[config.mk]
export PLATFORM = sky130hd
export DESIGN_NAME = ckpt_recovery_buf
export DESIGN_NICKNAME = d
export VERILOG_FILES = /design/src/rtl/types_pkg.sv /design/src/rtl/ckpt_match.sv /design/src/rtl/ckpt_recovery_buf.sv
export SDC_FILE = /design/constraint.sdc
export NUM_CORES = 1
export LEC_CHECK = 0
export ABC_AREA = 1
export CAP_MARGIN = 10
export CORE_ASPECT_RATIO = 0.6
export CORE_UTILIZATION = 25
export CTS_BUF_LIST = sky130_fd_sc_hd__clkbuf_2 sky130_fd_sc_hd__clkbuf_4 sky130_fd_sc_hd__clkbuf_8
export DETAILED_ROUTE_END_ITERATION = 8
export MAX_ROUTING_LAYER = met4
export SYNTH_ARGS = -nofsm -noshare
export SYNTH_HDL_FRONTEND = slang
export SYNTH_HIERARCHICAL = 1
export SYNTH_SLANG_ARGS = --single-unit
[constraint.sdc]
create_clock -name clk -period 6.4 [get_ports clk]
set_clock_uncertainty 0.05 [all_clocks]
set_input_delay 1.28 -clock clk [delete_from_list [all_inputs] [get_ports clk]]
set_output_delay 1.28 -clock clk [all_outputs]
set_load 0.1 [all_outputs]
[src/rtl/types_pkg.sv]
// Shared pipeline types for rename and the branch FU, plus the checkpoint slot count.
package types_pkg;

  localparam int CKPT_DEPTH = 4;
  localparam int ROB_TAG_W  = 6;
  localparam int FL_PTR_W   = 6;
  localparam int GHIST_W    = 8;

  typedef struct packed {
    logic [ROB_TAG_W-1:0] rob_tag;
    logic [FL_PTR_W-1:0]  fl_head;
    logic [GHIST_W-1:0]   ghist;
  } rename_checkpoint;

  typedef struct packed {
    logic                 fu_b_done;
    logic                 mispredict;
    logic [ROB_TAG_W-1:0] mispredict_tag;
    logic [31:0]          target_pc;
  } b_data;

endpackage

[src/rtl/ckpt_match.sv]
// Oldest-first tag search over live checkpoint slots, rotated so that head is the oldest.
module ckpt_match #(
  parameter int DEPTH = 4,
  parameter int PTR_W = $clog2(DEPTH),
  parameter int TAG_W = 6
) (
  input  logic [DEPTH-1:0]            live,
  input  logic [DEPTH-1:0][TAG_W-1:0] tags,
  input  logic [PTR_W-1:0]            head,
  input  logic [TAG_W-1:0]            key,
  output logic                        hit,
  output logic [PTR_W-1:0]            idx
);

  logic [DEPTH-1:0] eq;

  for (genvar i = 0; i < DEPTH; i++) begin : g_cmp
    assign eq[i] = live[i] && (tags[i] == key);
  end

  // Walk youngest-to-oldest so the last assignment is the oldest match.
  always_comb begin
    hit = 1'b0;
    idx = head;
    for (int k = DEPTH - 1; k >= 0; k--) begin
      if (eq[head + PTR_W'(k)]) begin
        hit = 1'b1;
        idx = head + PTR_W'(k);
      end
    end
  end

endmodule

[src/rtl/ckpt_recovery_buf.sv]
// Branch checkpoint buffer: rename saves, branch FU frees or restores (with younger flush).
// `CKPT_RESTORE_BYPASS_EN makes restore combinational (0-cycle) instead of registered.
module ckpt_recovery_buf
  import types_pkg::*;
#(
  parameter int DEPTH = CKPT_DEPTH,
  parameter int PTR_W = $clog2(DEPTH)
) (
  input  logic             clk,
  input  logic             rst_n,
  input  logic             save_valid,
  input  rename_checkpoint save_data,
  output logic             save_ready,
  input  b_data            br_in,
  output logic             restore_valid,
  output rename_checkpoint restore_data,
  output logic [PTR_W:0]   count,
  output logic             full,
  output logic             empty
);

`ifdef CKPT_RESTORE_BYPASS_EN
  localparam int STAGES = 0;
`else
  localparam int STAGES = 1;
`endif

  rename_checkpoint                     slots [DEPTH];
  logic [DEPTH-1:0][ROB_TAG_W-1:0]      slot_tags;
  logic [DEPTH-1:0]                     live, live_nxt;
  logic [PTR_W-1:0]                     head, tail, head_nxt, rel_m, rel_i;
  logic                                 mp_ev, rh_ev, m_hit, mp_hit, reclaim, save_fire;
  logic [PTR_W-1:0]                     m_idx;
  logic [STAGES:0]                      vld_pipe;
  rename_checkpoint                     restore_q;
  logic                                 br_unused;

  assign br_unused = ^br_in.target_pc;

  for (genvar i = 0; i < DEPTH; i++) begin : g_tag
    assign slot_tags[i] = slots[i].rob_tag;
  end

  ckpt_match #(.DEPTH(DEPTH), .PTR_W(PTR_W), .TAG_W(ROB_TAG_W)) u_match (
    .live (live),
    .tags (slot_tags),
    .head (head),
    .key  (br_in.mispredict_tag),
    .hit  (m_hit),
    .idx  (m_idx)
  );

  assign mp_ev      = br_in.fu_b_done && br_in.mispredict;
  assign rh_ev      = br_in.fu_b_done && !br_in.mispredict;
  assign mp_hit     = mp_ev && m_hit;
  assign full       = (count == (PTR_W+1)'(DEPTH));
  assign empty      = (count == '0);
  assign save_ready = !full && !mp_ev;
  assign save_fire  = save_valid && save_ready;
  // An unmatched mispredict freezes all state, reclaim included.
  assign reclaim    = (count != '0) && !live[head] && !(mp_ev && !m_hit);
  assign head_nxt   = reclaim ? head + PTR_W'(1) : head;
  assign rel_m      = m_idx - head;

  always_comb begin
    live_nxt = live;
    rel_i    = '0;
    if (save_fire)
      live_nxt[tail] = 1'b1;
    if (rh_ev && m_hit)
      live_nxt[m_idx] = 1'b0;
    if (mp_hit) begin
      for (int i = 0; i < DEPTH; i++) begin
        rel_i = PTR_W'(i) - head;
        if (rel_i >= rel_m)
          live_nxt[i] = 1'b0;
      end
    end
  end

  always_ff @(posedge clk or negedge rst_n) begin
    if (!rst_n) begin
      head      <= '0;
      tail      <= '0;
      count     <= '0;
      live      <= '0;
      restore_q <= '0;
    end else begin
      head <= head_nxt;
      live <= live_nxt;
      if (mp_hit) begin
        tail      <= m_idx;
        count     <= {1'b0, m_idx - head_nxt};
        restore_q <= slots[m_idx];
      end else begin
        if (save_fire)
          tail <= tail + PTR_W'(1);
        case ({save_fire, reclaim})
          2'b10:   count <= count + (PTR_W+1)'(1);
          2'b01:   count <= count - (PTR_W+1)'(1);
          default: count <= count;
        endcase
      end
    end
  end

  always_ff @(posedge clk) begin
    if (save_fire)
      slots[tail] <= save_data;
  end

  assign vld_pipe[0] = mp_hit;

  for (genvar s = 1; s <= STAGES; s++) begin : g_vld
    always_ff @(posedge clk or negedge rst_n) begin
      if (!rst_n) vld_pipe[s] <= 1'b0;
      else        vld_pipe[s] <= vld_pipe[s-1];
    end
  end

  assign restore_valid = vld_pipe[STAGES];

`ifdef CKPT_RESTORE_BYPASS_EN
  assign restore_data = mp_hit ? slots[m_idx] : restore_q;
`else
  assign restore_data = restore_q;
`endif

endmodule

# Word-level counts from Yosys, hierarchy flattened
# Memory sizes are Yosys's and may differ from the RTL's. A register that Yosys moved wholly into a read port is not among the register bits.
# Index checks and enable logic that the tools add are counted.
# totals
register_bits	12
latch_bits	0
ramBits	80
rom_bits	0
wordCells	102
mem_count	1
# classes
n_addsub	12
mul	0
div_mod_pow	0
n_lt_le_gt_ge	12
eq_ne	7
shift	0
n_mux	36
bitwise	3
reduce_logical	26
# memory_table
name	words	word_bits	rd	rd_clocked_by_memory_dff	wr	line	source
slots	4	20	5	1	1	ckpt_recovery_buf.sv:28	rename_checkpoint slots [DEPTH];
# ops
op	n
$eq A6 B6 Y1	4
$lt A2 B3 Y1 const B	6
$mux W1	17
$logic_and A1 B1 Y1	15
$mux W2	7
$mux W4	3
$bmux W1 S2	5
$ge A2 B2 Y1	4
$logic_not A1 Y1	7
$pmux W3 S2	1
$reduce_bool A3 Y1	2
$add A2 B1 Y2 const B	2
$add A2 B2 Y2 const B	2
$and A4 B4 Y4	1
$demux W1 S2	2
$ge A2 B1 Y1 const B	2
$not A4 Y4	1
$or A4 B4 Y4	1
$sub A1 B2 Y2 const A	2
$sub A2 B2 Y2	2
$sub A2 B2 Y2 const A	2
$add A3 B1 Y3 const B	1
$eq A3 B3 Y1 const B	1
$logic_not A3 Y1	1
other kinds (5)	5

# Longest topological paths before layout
# Gate-level depths: netlist of the first run.
# logic_depth
ltp_word	17
depth_mapped	25
mapped_depth_nobuf	25

# Modules after synthesis
# Netlist of the first run, hierarchy kept.
# by_module_without_submodules
module	instances	cells_each	area_each_um2	seq_area_each_um2
ckpt_recovery_buf	1	395	4657.0	3203.1
ckpt_match	1	153	705.7	0.0

# Worst setup path before layout of the first run
# OpenSTA, ideal clock, no wires.
# synth_path
path_kind	in2reg
start	input port br_in[35] (netlist name)
end	register count[2]
arrival_time_ns	3.335
t_required_ns	6.226
path_slack_ns	2.891
stages	21
path_buffers	0
path_cell_list	inv_2 > nand2_1 > nand2_1 > nor3_2 > nand3_1 > nand2_1 > nand2_2 > nand2_2 > nor2_1 > nand3_1 > inv_2 > nand3_1 > nand2_1 > clkinv_2 > nand4_2 > fa_1 > xnor2_1 > nand3_1 > o21ai_0 > nand2_1 > o21ai_1
# synth_via
elab_chain_cells	15
word_cells_on_any_way	30
cone_classes	eq/ne: 6; mux: 14; reduce/logical: 10
# synth_lines
item	line	source
start, declared	ckpt_recovery_buf.sv:14	input b_data br_in,
$eq A6 B6 Y1	ckpt_match.sv:18	assign eq[i] = live[i] && (tags[i] == key);
$logic_and A1 B1 Y1	ckpt_match.sv:18	
$bmux W1 S2	ckpt_match.sv:26	if (eq[head + PTR_W'(k)]) begin
$mux W1 (not written as such)	ckpt_match.sv:26	
$mux W1 (3 in a row)	ckpt_match.sv:26	
$mux W1 *	ckpt_match.sv:26	
named net m_hit	ckpt_recovery_buf.sv:32	logic mp_ev, rh_ev, m_hit, mp_hit, reclaim, save_fire;
$logic_not A1 Y1	ckpt_recovery_buf.sv:61	assign reclaim = (count != '0) && !live[head] && !(mp_ev && !m_hit);
$logic_and A1 B1 Y1	ckpt_recovery_buf.sv:61	
$logic_not A1 Y1	ckpt_recovery_buf.sv:61	
$logic_and A1 B1 Y1	ckpt_recovery_buf.sv:61	
$eq A2 B1 Y1 or $eq A2 B2 Y1 (tied branches)	ckpt_recovery_buf.sv:98	case ({save_fire, reclaim})
$pmux W3 S2	ckpt_recovery_buf.sv:98	
$mux W3	ckpt_recovery_buf.sv:91	if (mp_hit) begin
end signal, assigned	ckpt_recovery_buf.sv:93	count <= {1'b0, m_idx - head_nxt};
end signal, assigned	ckpt_recovery_buf.sv:99	2'b10: count <= count + (PTR_W+1)'(1);
end signal, assigned	ckpt_recovery_buf.sv:100	2'b01: count <= count - (PTR_W+1)'(1);
end, declared	ckpt_recovery_buf.sv:17	output logic [PTR_W:0] count,
# Mark *: on every way through the listed nets, which the timed path passes. The rest lies on a longest branch. The select of a mux whose other input is x is not followed.
# A chain may end at the register's enable or synchronous reset.

# Final worst setup path of the first run
# layout_path
start	input port br_in[39] (netlist name)
end	output port save_ready
# layout_via
elab_chain_cells	3
# layout_lines
item	line	source
$logic_and A1 B1 Y1	ckpt_recovery_buf.sv:53	assign mp_ev = br_in.fu_b_done && br_in.mispredict;
$logic_not A1 Y1	ckpt_recovery_buf.sv:58	assign save_ready = !full && !mp_ev;
$logic_and A1 B1 Y1	ckpt_recovery_buf.sv:58	
end, declared	ckpt_recovery_buf.sv:13	output logic save_ready,
# No other way between the ends.

==> out/qor.csv, run 1 <==
stage,metric,value,unit
global_route,antenna violations before repair,0,
detailed_routing,Post-Route M1 WL,6640,um
synth,cell type with the largest total area after synthesis,edfxtp_1,
floorplanning,Die Y,115,um
global_route,total global routing overflow,0,
floorplanning,Die Span X,191,um
critical_path,startpoint types,primary input,
cts,clock transition at the registers of the reported paths,0.10,ns
timing,clock period minus worst slack,4.61,ns
synth,Synth Flop Type,edfxtp_1,
critical_path,cell family contributing the most delay on the critical path,buffers and inverters,
synth,XOR/XNOR share of the synthesized area,0.0161,
cts,CTS H-Tree Depth,3,
detailed_routing,total met3 wirelength after detailed routing,705,um
cts,Resize count post-CTS,0,
placed_design,worst slack at placement,1.61,ns
synth,"Avg Cell Area, Syn",9.79,sq um
placed_design,post-detail-place hpwl,8900,um
timing,slew margin rel.,0.334,
placed_design,total of buffers placed on input and output ports,57,
timing,FMAX,0.217,GHz
cts,number of buffers created by CTS,9,
detailed_routing,count of TritonRoute iterations in the first routing pass,4,
synth,proportion of synthesized flip-flops having asynchronous set or reset,0.286,
synth,cell area after synthesis,5360,sq um
finish,final net count,681,
pwr,peak supply drop,0.256,mV
floorplanning,count of standard-cell rows,41,
cts,total number of clock tree sinks,112,
detailed_routing,total via count in the routed design,3813,
synth,Synth top area share,0.448,
synth,sequential share of the synthesized area,0.597,
pwr,power density normalized to cell area,541,nW/um^2
floorplanning,initial cell density of the core,0.255,
cts,setup fix buffers added after clock tree synthesis,0,
placed_design,"number of placed instances, taps included",876,
critical_path,cell chain of the critical path,clkdlybuf4s50_1 > nand2_2 > nand2_1 > inv_1 > clkdlybuf4s50_1,
timing,slew at the pin with the worst max-slew slack,0.995,ns
timing,final sum of negative setup slack,0,ns
critical_path,Worst Reg2Reg Path Length in Cells,14,
detailed_routing,first-iteration detailed-routing DRC count,224,
cts,insertion delay of the later-clocked pin in the worst-skew pair,0.38,ns
critical_path,buffers plus inverters on the worst setup path,3,
global_route,wire length of the first global-routing pass,21000,um
timing,least setup slack across all paths after layout,1.79,ns
global_route,number of global-route vias before repair,3748,
detailed_routing,detail-routed via count per cell,4.27,
finish,sequential cell area,3200,sq um
cts,Max Root-Sink Buffers,2,
synth,fraction of synthesized area in multiplexers,0,
detailed_routing,count of nets left with antenna violations after detail routing,0,
job,number of max-capacitance violations reported,0,
finish,count of filler cells inserted in the layout,2179,
timing,Fin. Hold Viols,0,
synth,gate count of the mapped netlist,548,
cts,clock tree from TritonCTS,built,
global_route,maximum number of pins on one net before global-route repair,33,
finish,# diodes,0,
timing,number of pins exceeding their max-slew limit in the final report,0,
timing,final clock period utilization by the worst path,0.721,
synth,"post-synthesis share of cell area spent on and, or, nand and nor gates",0.248,
detailed_routing,Detail Route met2 WL,5600,um
detailed_routing,highest layer used for signal routing,met4,
detailed_routing,overall routed net length,13000,um
hold_path,Hold WC Path Type,flop to flop,
critical_path,reg-to-reg endpoint,restore_data[12],
cts,Clk Tree Root Cell,clkbuf_8,
critical_path,"logic depth of the worst path, buffers included",5,
outcome,outcome,"finished, final reports clean",
synth,top area cells in the synthesized netlist,"edfxtp_1 (45%), dfrtp_1 (15%), nand2_1 (14%), inv_1 (4.1%), nand3_1 (2.5%)",
floorplanning,core box area,21000,sq um
critical_path,slowest stage cell on the critical path,clkdlybuf4s50_1,
finish,Layout Cells excl Fill,892,
critical_path,CP arrival,3.28,ns
finish,share of layout cells above drive strength 1,0.114,
critical_path,critical register-to-register path startpoint,head[0],
critical_path,most frequent cell on the critical path,clkdlybuf4s50_1,
finish,area of the multi-input gates,1800,sq um
critical_path,Setup crit start,br_in[39],
detailed_routing,average routed wire per standard cell,14.6,um
finish,synthesis-to-finish area growth,21.2,%
global_route,GR Util All Layers,0.129,
critical_path,endpoint of the most critical setup path,save_ready,
synth,Synthesized Nets,621,
synth,cell with the most instances after synthesis,nand2_1,
synth,top cell types by occurrence after synthesis,"nand2_1 (206), edfxtp_1 (80), inv_1 (58)",
critical_path,largest stage delay on the critical path,1.12,ns
timing,endpoints failing setup,0,
pwr,leakage power total,2.72,nW
critical_path,Crit Path Class,primary input to output pin,
cts,hold bufs inserted after CTS,0,
floorplanning,IO Pins,90,
floorplanning,area enclosed by the die boundary,22100,sq um
synth,number of storage elements in the synthesis netlist,112,
synth,adder and majority cell fraction of the synthesized area,0.0247,
synth,total number of yosys warnings,6,
placed_design,weighted congestion reported at the end of routability-driven placement,0.838,
synth,Post-synth EDFFs,80,
critical_path,slack of the worst reg-to-reg path,2.97,ns
detailed_routing,total DRC errors in the routed layout,0,
synth,count of distinct cell types in the synthesized netlist,37,
timing,unrepaired setup endpoints after global routing,no,
critical_path,required time reported for the critical path endpoint,5.07,ns
synth,share of the synthesized area in compound gates (AO/OA/AOI/OAI),0.0450,
critical_path,critical path peak fanout,6,
synth,largest family of logic cells by synthesized area,simple AND/OR/NAND/NOR gates,
critical_path,CP endpoint kind,output pin,
[how the worst min path moves through the flow]
stage / startpoint / end / slack, ns / cells past startpoint
finish: restore_data[19] / restore_data[19] / 0.44 / 2
global route: restore_data[1] / restore_data[1] / 0.47 / 1
CTS: restore_data[19] / restore_data[19] / 0.45 / 2
detailed placement: restore_data[7] / restore_data[7] / 0.42 / 2
global placement: restore_data[8] / restore_data[8] / 0.42 / 2
floorplan: live[1] / live[1] / 0.46 / 2
[cell usage in the layout, fill, tap and decap left out, types with 9 or more instances in the layout]
master	count
dfrtp_1	32
clkbuf_8	9
nand3_1	27
nor2_1	11
nand2_1	206
edfxtp_1	80
nand4_1	19
inv_1	58
inv_2	11
clkdlybuf4s50_1	56
ha_1	9
[metrics by stage]
stage	power, W	utilization	cell area, sq um	hold WS (ns)
4_1_cts	0.00354	0.309	6500	0.447
3_3_place_gp	0.00303	0.297	6250	0.419
3_5_place_dp	0.00304	0.297	6250	0.415
2_1_floorplan	0.00255	-	5360	0.455
6_report	0.00351	0.309	6500	0.442
5_1_grt	0.00378	0.309	6500	0.473
[state kept, by name (all words and copies together) (netlist names)]
name	flops
restore_data	20
restore_valid	1
head	2
live	4
tail	2
slots	80
count	3
[per-layer routing]
layer / track usage / vias to the layer above
met1: 0.187 / 1814
met5: - / -
met2: 0.188 / 83
met4: 0.0228 / 0
met3: 0.0267 / 8
li1: - / 1908
[report_power, final]
part           total [W]  internal, W  switching (W)  leakage (nW)
sequential       0.00107     0.000958       0.000113          1.13
clock           0.000499     0.000232       0.000267         0.119
combinational    0.00194     0.000548        0.00140          1.48
total            0.00351      0.00174        0.00178          2.72
[worst reg2reg max path, stage by stage (launching register included)]
cell	delay [ns]
dfrtp_1	0.71
inv_1	0.22
nand3_1	0.17
nand2_1	0.10
nand2_1	0.06
nand2_1	0.05
nand3_1	0.09
a21oi_1	0.07
nor2_1	0.41
inv_1	0.12
nor2_1	0.65
buf_4	0.34
a22oi_1	0.10
nand3_1	0.12
o21a_1	0.12
[cells by family (layout without fill, tap and decap cells)]
| family | after synthesis | count (layout) |
|---|---|---|
| compound gates | 37 | 37 |
| buf+inv | 87 | 152 |
| flops | 112 | 112 |
| simple gates | 293 | 293 |
| fa+ha+maj | 10 | 10 |
| xor+xnor | 9 | 9 |
[cell type report]
cell class | count | share of cell area
clock buffer | 9 | 0.0191
multi-input combinational | 349 | 0.277
inverter | 71 | 0.0416
sequential | 112 | 0.493
tap | 279 | 0.0537
timing repair buffer | 65 | 0.0963
clock inverter | 7 | 0.0189
Note: power is estimated with default switching activity, not from simulation.
==> run 2: changes to the inputs <==
Clock period 6.4 ns to 4.7 ns, I/O delays scaled along.
==> run 2 against run 1 <==
- final area up 0.52%
- worst hold slack improved by 0.0015 ns
- clock power increased by 33%
- critical path depth is 11 higher
==> out/qor.csv, run 2 (same netlist as run 1, synthesis figures left out) <==
stage,metric,value,unit
placed_design,post-detail-place hpwl,9000,um
critical_path,Worst Reg2Reg Path Length in Cells,14,
pwr,peak supply drop,0.415,mV
detailed_routing,count of TritonRoute iterations in the first routing pass,5,
detailed_routing,first-iteration detailed-routing DRC count,281,
finish,"top library cells by usage in the layout, fill and taps aside","nand2_1 (206), edfxtp_1 (80), inv_1 (58)",
cts,hold bufs inserted after CTS,0,
critical_path,CP endpoint kind,flop,
cts,Clk Tree Root Cell,clkbuf_8,
floorplanning,IO Pins,90,
timing,clock period minus worst slack,4.12,ns
finish,number of flip-flops in the largest register,80,
detailed_routing,total DRC errors in the routed layout,0,
cts,CTS H-Tree Depth,3,
timing,hold slack,0.443,ns
cts,Max Root-Sink Buffers,2,
global_route,wire length of the first global-routing pass,20800,um
detailed_routing,detail-routed via count per cell,4.23,
outcome,outcome,"finished, final reports clean",
timing,FMAX,0.243,GHz
critical_path,critical path peak fanout,7,
global_route,number of global-route vias before repair,3761,
timing,number of pins exceeding their max-slew limit in the final report,0,
placed_design,total of buffers placed on input and output ports,57,
timing,slew at the pin with the worst max-slew slack,0.983,ns
pwr,Total Power,0.00484,W
floorplanning,area enclosed by the die boundary,22100,sq um
cts,insertion delay of the later-clocked pin in the worst-skew pair,0.38,ns
finish,most common library cell in the layout ignoring fill and taps,nand2_1,
finish,area of all placed cells without fillers,6530,sq um
hold_path,Hold WC Path Type,flop to flop,
critical_path,Crit Path Class,primary input to flop,
hold_path,depth of the worst hold-timing path,2,
detailed_routing,average routed wire per standard cell,14.5,um
finish,share of layout cells above drive strength 1,0.122,
global_route,maximum number of pins on one net before global-route repair,33,
cts,Resize count post-CTS,0,
cts,total number of clock tree sinks,112,
pwr,power density normalized to cell area,741,nW/um^2
timing,final clock period utilization by the worst path,0.877,
global_route,antenna violations before repair,0,
detailed_routing,count of nets left with antenna violations after detail routing,0,
pwr,leakage power total,2.74,nW
floorplanning,Die Span X,191,um
timing,endpoints failing setup,0,
critical_path,CP arrival,4.39,ns
floorplanning,initial cell density of the core,0.255,
finish,# diodes,0,
timing,slew margin rel.,0.343,
floorplanning,Die Y,115,um
placed_design,weighted congestion reported at the end of routability-driven placement,0.830,
finish,count of filler cells inserted in the layout,2171,
global_route,GR Util All Layers,0.129,
detailed_routing,total via count in the routed design,3794,
floorplanning,core box area,21000,sq um
cts,clock tree from TritonCTS,built,
timing,final sum of negative setup slack,0,ns
cts,setup fix buffers added after clock tree synthesis,0,
job,number of max-capacitance violations reported,0,
timing,unrepaired setup endpoints after global routing,no,
placed_design,DP Area,6290,sq um
detailed_routing,overall routed net length,13000,um
cts,clock transition at the registers of the reported paths,0.11,ns
floorplanning,count of standard-cell rows,41,
critical_path,required time reported for the critical path endpoint,4.97,ns
cts,number of buffers created by CTS,9,
critical_path,startpoint types,primary input,
finish,final net count,685,
finish,synthesis-to-finish area growth,21.8,%
timing,Fin. Hold Viols,0,
global_route,total global routing overflow,0,
finish,Top reg by flops,slots,
## run 2: cell types whose count changed in the layout (fill, tap and decap cells not counted), sizes merged
cell	before	now
clkinv	3	4
clkdlybuf4s50	56	55
buf	9	14
inv	72	71
## run 2: critical path, cell delays in order
cell	delay, ns
clkdlybuf4s50_1	0.54
a21boi_0	0.31
nand2_1	0.10
nor2_2	0.18
nand3_1	0.10
nand2_1	0.09
nand2_1	0.08
nand3_1	0.09
a21oi_1	0.08
nor2_1	0.48
xnor2_1	0.20
xor2_1	0.40
ha_1	0.34
a21oi_1	0.22
o221ai_1	0.14
inv_1	0.09
## run 2: routing by layer
layer,share of wire,global-route usage,up-vias
li1,-,-,1918
met1,0.52,0.183,1775
met2,0.43,0.186,88
met3,0.042,0.0233,13
met4,0.013,0.0381,0
met5,0,-,-
## run 2: path summary, 6_finish.rpt
kind / start / end / slack, ns
max in group asynchronous: rst_n / restore_data[13] / 3.48
setup / recovery: br_in[37] / live[0] / 0.58
setup reg to reg: head[0] / live[0] / 1.23
min in group asynchronous: rst_n / count[1] / 0.59
hold / removal: restore_data[4] / restore_data[4] / 0.44
hold reg to reg: restore_data[4] / restore_data[4] / 0.44
## run 2: cell type report
class | instances | area [sq um] | area share
inverter | 71 | 270 | 0.0414
clock buffer | 9 | 124 | 0.0190
sequential | 112 | 3200 | 0.490
timing repair buffer | 69 | 666 | 0.102
clock inverter | 7 | 116 | 0.0178
tap | 279 | 349 | 0.0534
multi-input combinational | 349 | 1800 | 0.276
## run 2: power by group
part	internal (W)	switching, W	leakage, nW
clock	0.000312	0.000351	0.117
sequential	0.00130	0.000151	1.13
combinational	0.000784	0.00194	1.50
## run 2: through the flow
stage	utilization	std cells	worst slack, ns
floorplan	-	548	1.53
global placement	0.299	880	0.300
detailed placement	0.299	880	0.295
CTS	0.311	896	0.694
global route	0.311	896	0.348
finish	0.311	896	0.577
==> run 3: changes to the inputs <==
Settings changed: GPL_TIMING_DRIVEN from default to 0.
==> run 3 against run 2 <==
- core utilization increased by 0.19 points
- final area rose by 0.61%
- via count is 1.3% higher
- sequential power is essentially flat
- largest cell class unchanged
- largest power group unchanged
- highest routed layer unchanged
==> out/qor.csv, run 3 (same netlist as run 1, synthesis figures left out) <==
stage,metric,value,unit
outcome,outcome,"finished, final reports clean",
critical_path,CP endpoint kind,output pin,
timing,unrepaired setup endpoints after global routing,no,
detailed_routing,first-iteration detailed-routing DRC count,315,
timing,hold slack,0.444,ns
detailed_routing,total DRC errors in the routed layout,0,
cts,hold bufs inserted after CTS,0,
hold_path,Hold WC Path Type,flop to flop,
finish,share of layout cells above drive strength 1,0.130,
critical_path,startpoint types,primary input,
floorplanning,Die Y,115,um
placed_design,total of buffers placed on input and output ports,57,
critical_path,most frequent cell on the critical path,clkdlybuf4s50_1,
timing,Fin. Hold Viols,0,
timing,clock period minus worst slack,3.94,ns
timing,final clock period utilization by the worst path,0.839,
timing,FMAX,0.254,GHz
global_route,GR Util All Layers,0.133,
cts,Clk Tree Root Cell,clkbuf_8,
global_route,wire length of the first global-routing pass,21300,um
detailed_routing,count of TritonRoute iterations in the first routing pass,4,
critical_path,slowest stage cell on the critical path,clkdlybuf4s50_1,
cts,clock transition at the registers of the reported paths,0.11,ns
timing,slew at the pin with the worst max-slew slack,0.984,ns
global_route,number of global-route vias before repair,3821,
job,number of max-capacitance violations reported,0,
critical_path,CP arrival,2.95,ns
cts,Resize count post-CTS,0,
finish,"top library cells by usage in the layout, fill and taps aside","nand2_1 (206), edfxtp_1 (80), inv_1 (58)",
timing,number of pins exceeding their max-slew limit in the final report,0,
pwr,leakage power total,2.78,nW
global_route,met3 GRT Util,0.0233,
cts,number of buffers created by CTS,9,
global_route,antenna violations before repair,0,
cts,insertion delay of the later-clocked pin in the worst-skew pair,0.38,ns
finish,synthesis-to-finish area growth,22.5,%
global_route,global-route layer with the greatest usage,met2,
placed_design,DP Area,6350,sq um
timing,slew margin rel.,0.342,
cts,Max Root-Sink Buffers,2,
cts,clock tree from TritonCTS,built,
detailed_routing,count of nets left with antenna violations after detail routing,0,
global_route,total global routing overflow,0,
floorplanning,IO Pins,90,
finish,area of all placed cells without fillers,6570,sq um
finish,Top reg by flops,slots,
detailed_routing,average routed wire per standard cell,14.7,um
floorplanning,area enclosed by the die boundary,22100,sq um
pwr,Total Power,0.00481,W
pwr,peak supply drop,0.475,mV
global_route,M1 GR Usage,0.190,
finish,most common library cell in the layout ignoring fill and taps,nand2_1,
floorplanning,count of standard-cell rows,41,
cts,CTS H-Tree Depth,3,
global_route,global routing usage on met2,0.197,
critical_path,cell family contributing the most delay on the critical path,buffers and inverters,
critical_path,buffers plus inverters on the worst setup path,3,
finish,count of filler cells inserted in the layout,2169,
floorplanning,core box area,21000,sq um
floorplanning,initial cell density of the core,0.255,
finish,number of flip-flops in the largest register,80,
critical_path,largest stage delay on the critical path,1.12,ns
pwr,power density normalized to cell area,732,nW/um^2
detailed_routing,overall routed net length,13300,um
finish,# diodes,0,
timing,final sum of negative setup slack,0,ns
cts,setup fix buffers added after clock tree synthesis,0,
cts,total number of clock tree sinks,112,
global_route,maximum number of pins on one net before global-route repair,33,
placed_design,post-detail-place hpwl,9840,um
detailed_routing,detail-routed via count per cell,4.25,
critical_path,cell chain of the critical path,clkdlybuf4s50_1 > nand2_2 > nand2_1 > inv_1 > clkdlybuf4s50_1,
critical_path,critical path peak fanout,6,
floorplanning,Die Span X,191,um
critical_path,required time reported for the critical path endpoint,3.71,ns
timing,endpoints failing setup,0,
critical_path,Crit Path Class,primary input to output pin,
finish,final net count,693,
placed_design,weighted congestion reported at the end of routability-driven placement,0.837,
detailed_routing,total via count in the routed design,3844,
[run 3: cell count changes in the layout (fill, tap and decap cells not counted), moves of 2 or more]
| cell | delta |
|---|---|
| buf_2 | +11 |
| buf_4 | -10 |
| buf_8 | +4 |
| buf_6 | +2 |
| inv_6 | +2 |
[run 3: report_power, final]
part | leakage [nW] | switching (W) | internal (W)
clock network | 0.112 | 0.000359 | 0.000264
logic | 1.54 | 0.00196 | 0.000785
registers | 1.13 | 0.000138 | 0.00130
total | 2.78 | 0.00246 | 0.00235
[run 3: cell type report]
cell class,instances,area (sq um),area share
Buffer,16,96.3,0.0147
Clock buffer,9,124,0.0188
Inverter,71,270,0.0411
Clock inverter,7,100,0.0152
Tap cell,279,349,0.0531
Sequential cell,112,3200,0.487
Timing Repair Buffer,61,626,0.0952
Multi-Input combinational cell,349,1800,0.274
[run 3: routing by layer]
| metal | part of all wire | wire length [um] |
|---|---|---|
| met5 | 0 | 0 |
| met4 | 0.0035 | 46 |
| met3 | 0.045 | 604 |
| met2 | 0.42 | 5650 |
| met1 | 0.53 | 6990 |
[run 3: path summary, 6_finish.rpt]
path	from	end	slack [ns]	cells after the start
worst max-delay path	br_in[39]	save_ready	0.76	5
worst min-delay path	restore_data[9]	restore_data[9]	0.44	2
worst max register to register	head[0]	live[1]	1.49	17
worst min register to register	restore_data[9]	restore_data[9]	0.44	2
max in group asynchronous	rst_n	restore_data[17]	3.49	1
min in group asynchronous	rst_n	count[1]	0.59	1
[run 3: through the flow]
| stage | cells | setup WS [ns] | utilization |
|---|---|---|---|
| 6_report | 904 | 0.758 | 0.312 |
| 5_1_grt | 904 | 0.370 | 0.312 |
| 4_1_cts | 904 | 0.749 | 0.312 |
| 3_5_place_dp | 888 | 0.412 | 0.302 |
| 3_3_place_gp | 884 | 0.331 | 0.299 |
| 2_1_floorplan | 548 | 1.53 | - |
[run 3: worst min-delay path, delay by kind of cell (launching register included)]
kind	cells	cell delay, ns
DFF	1	0.36
and+or+nand+nor	2	0.11
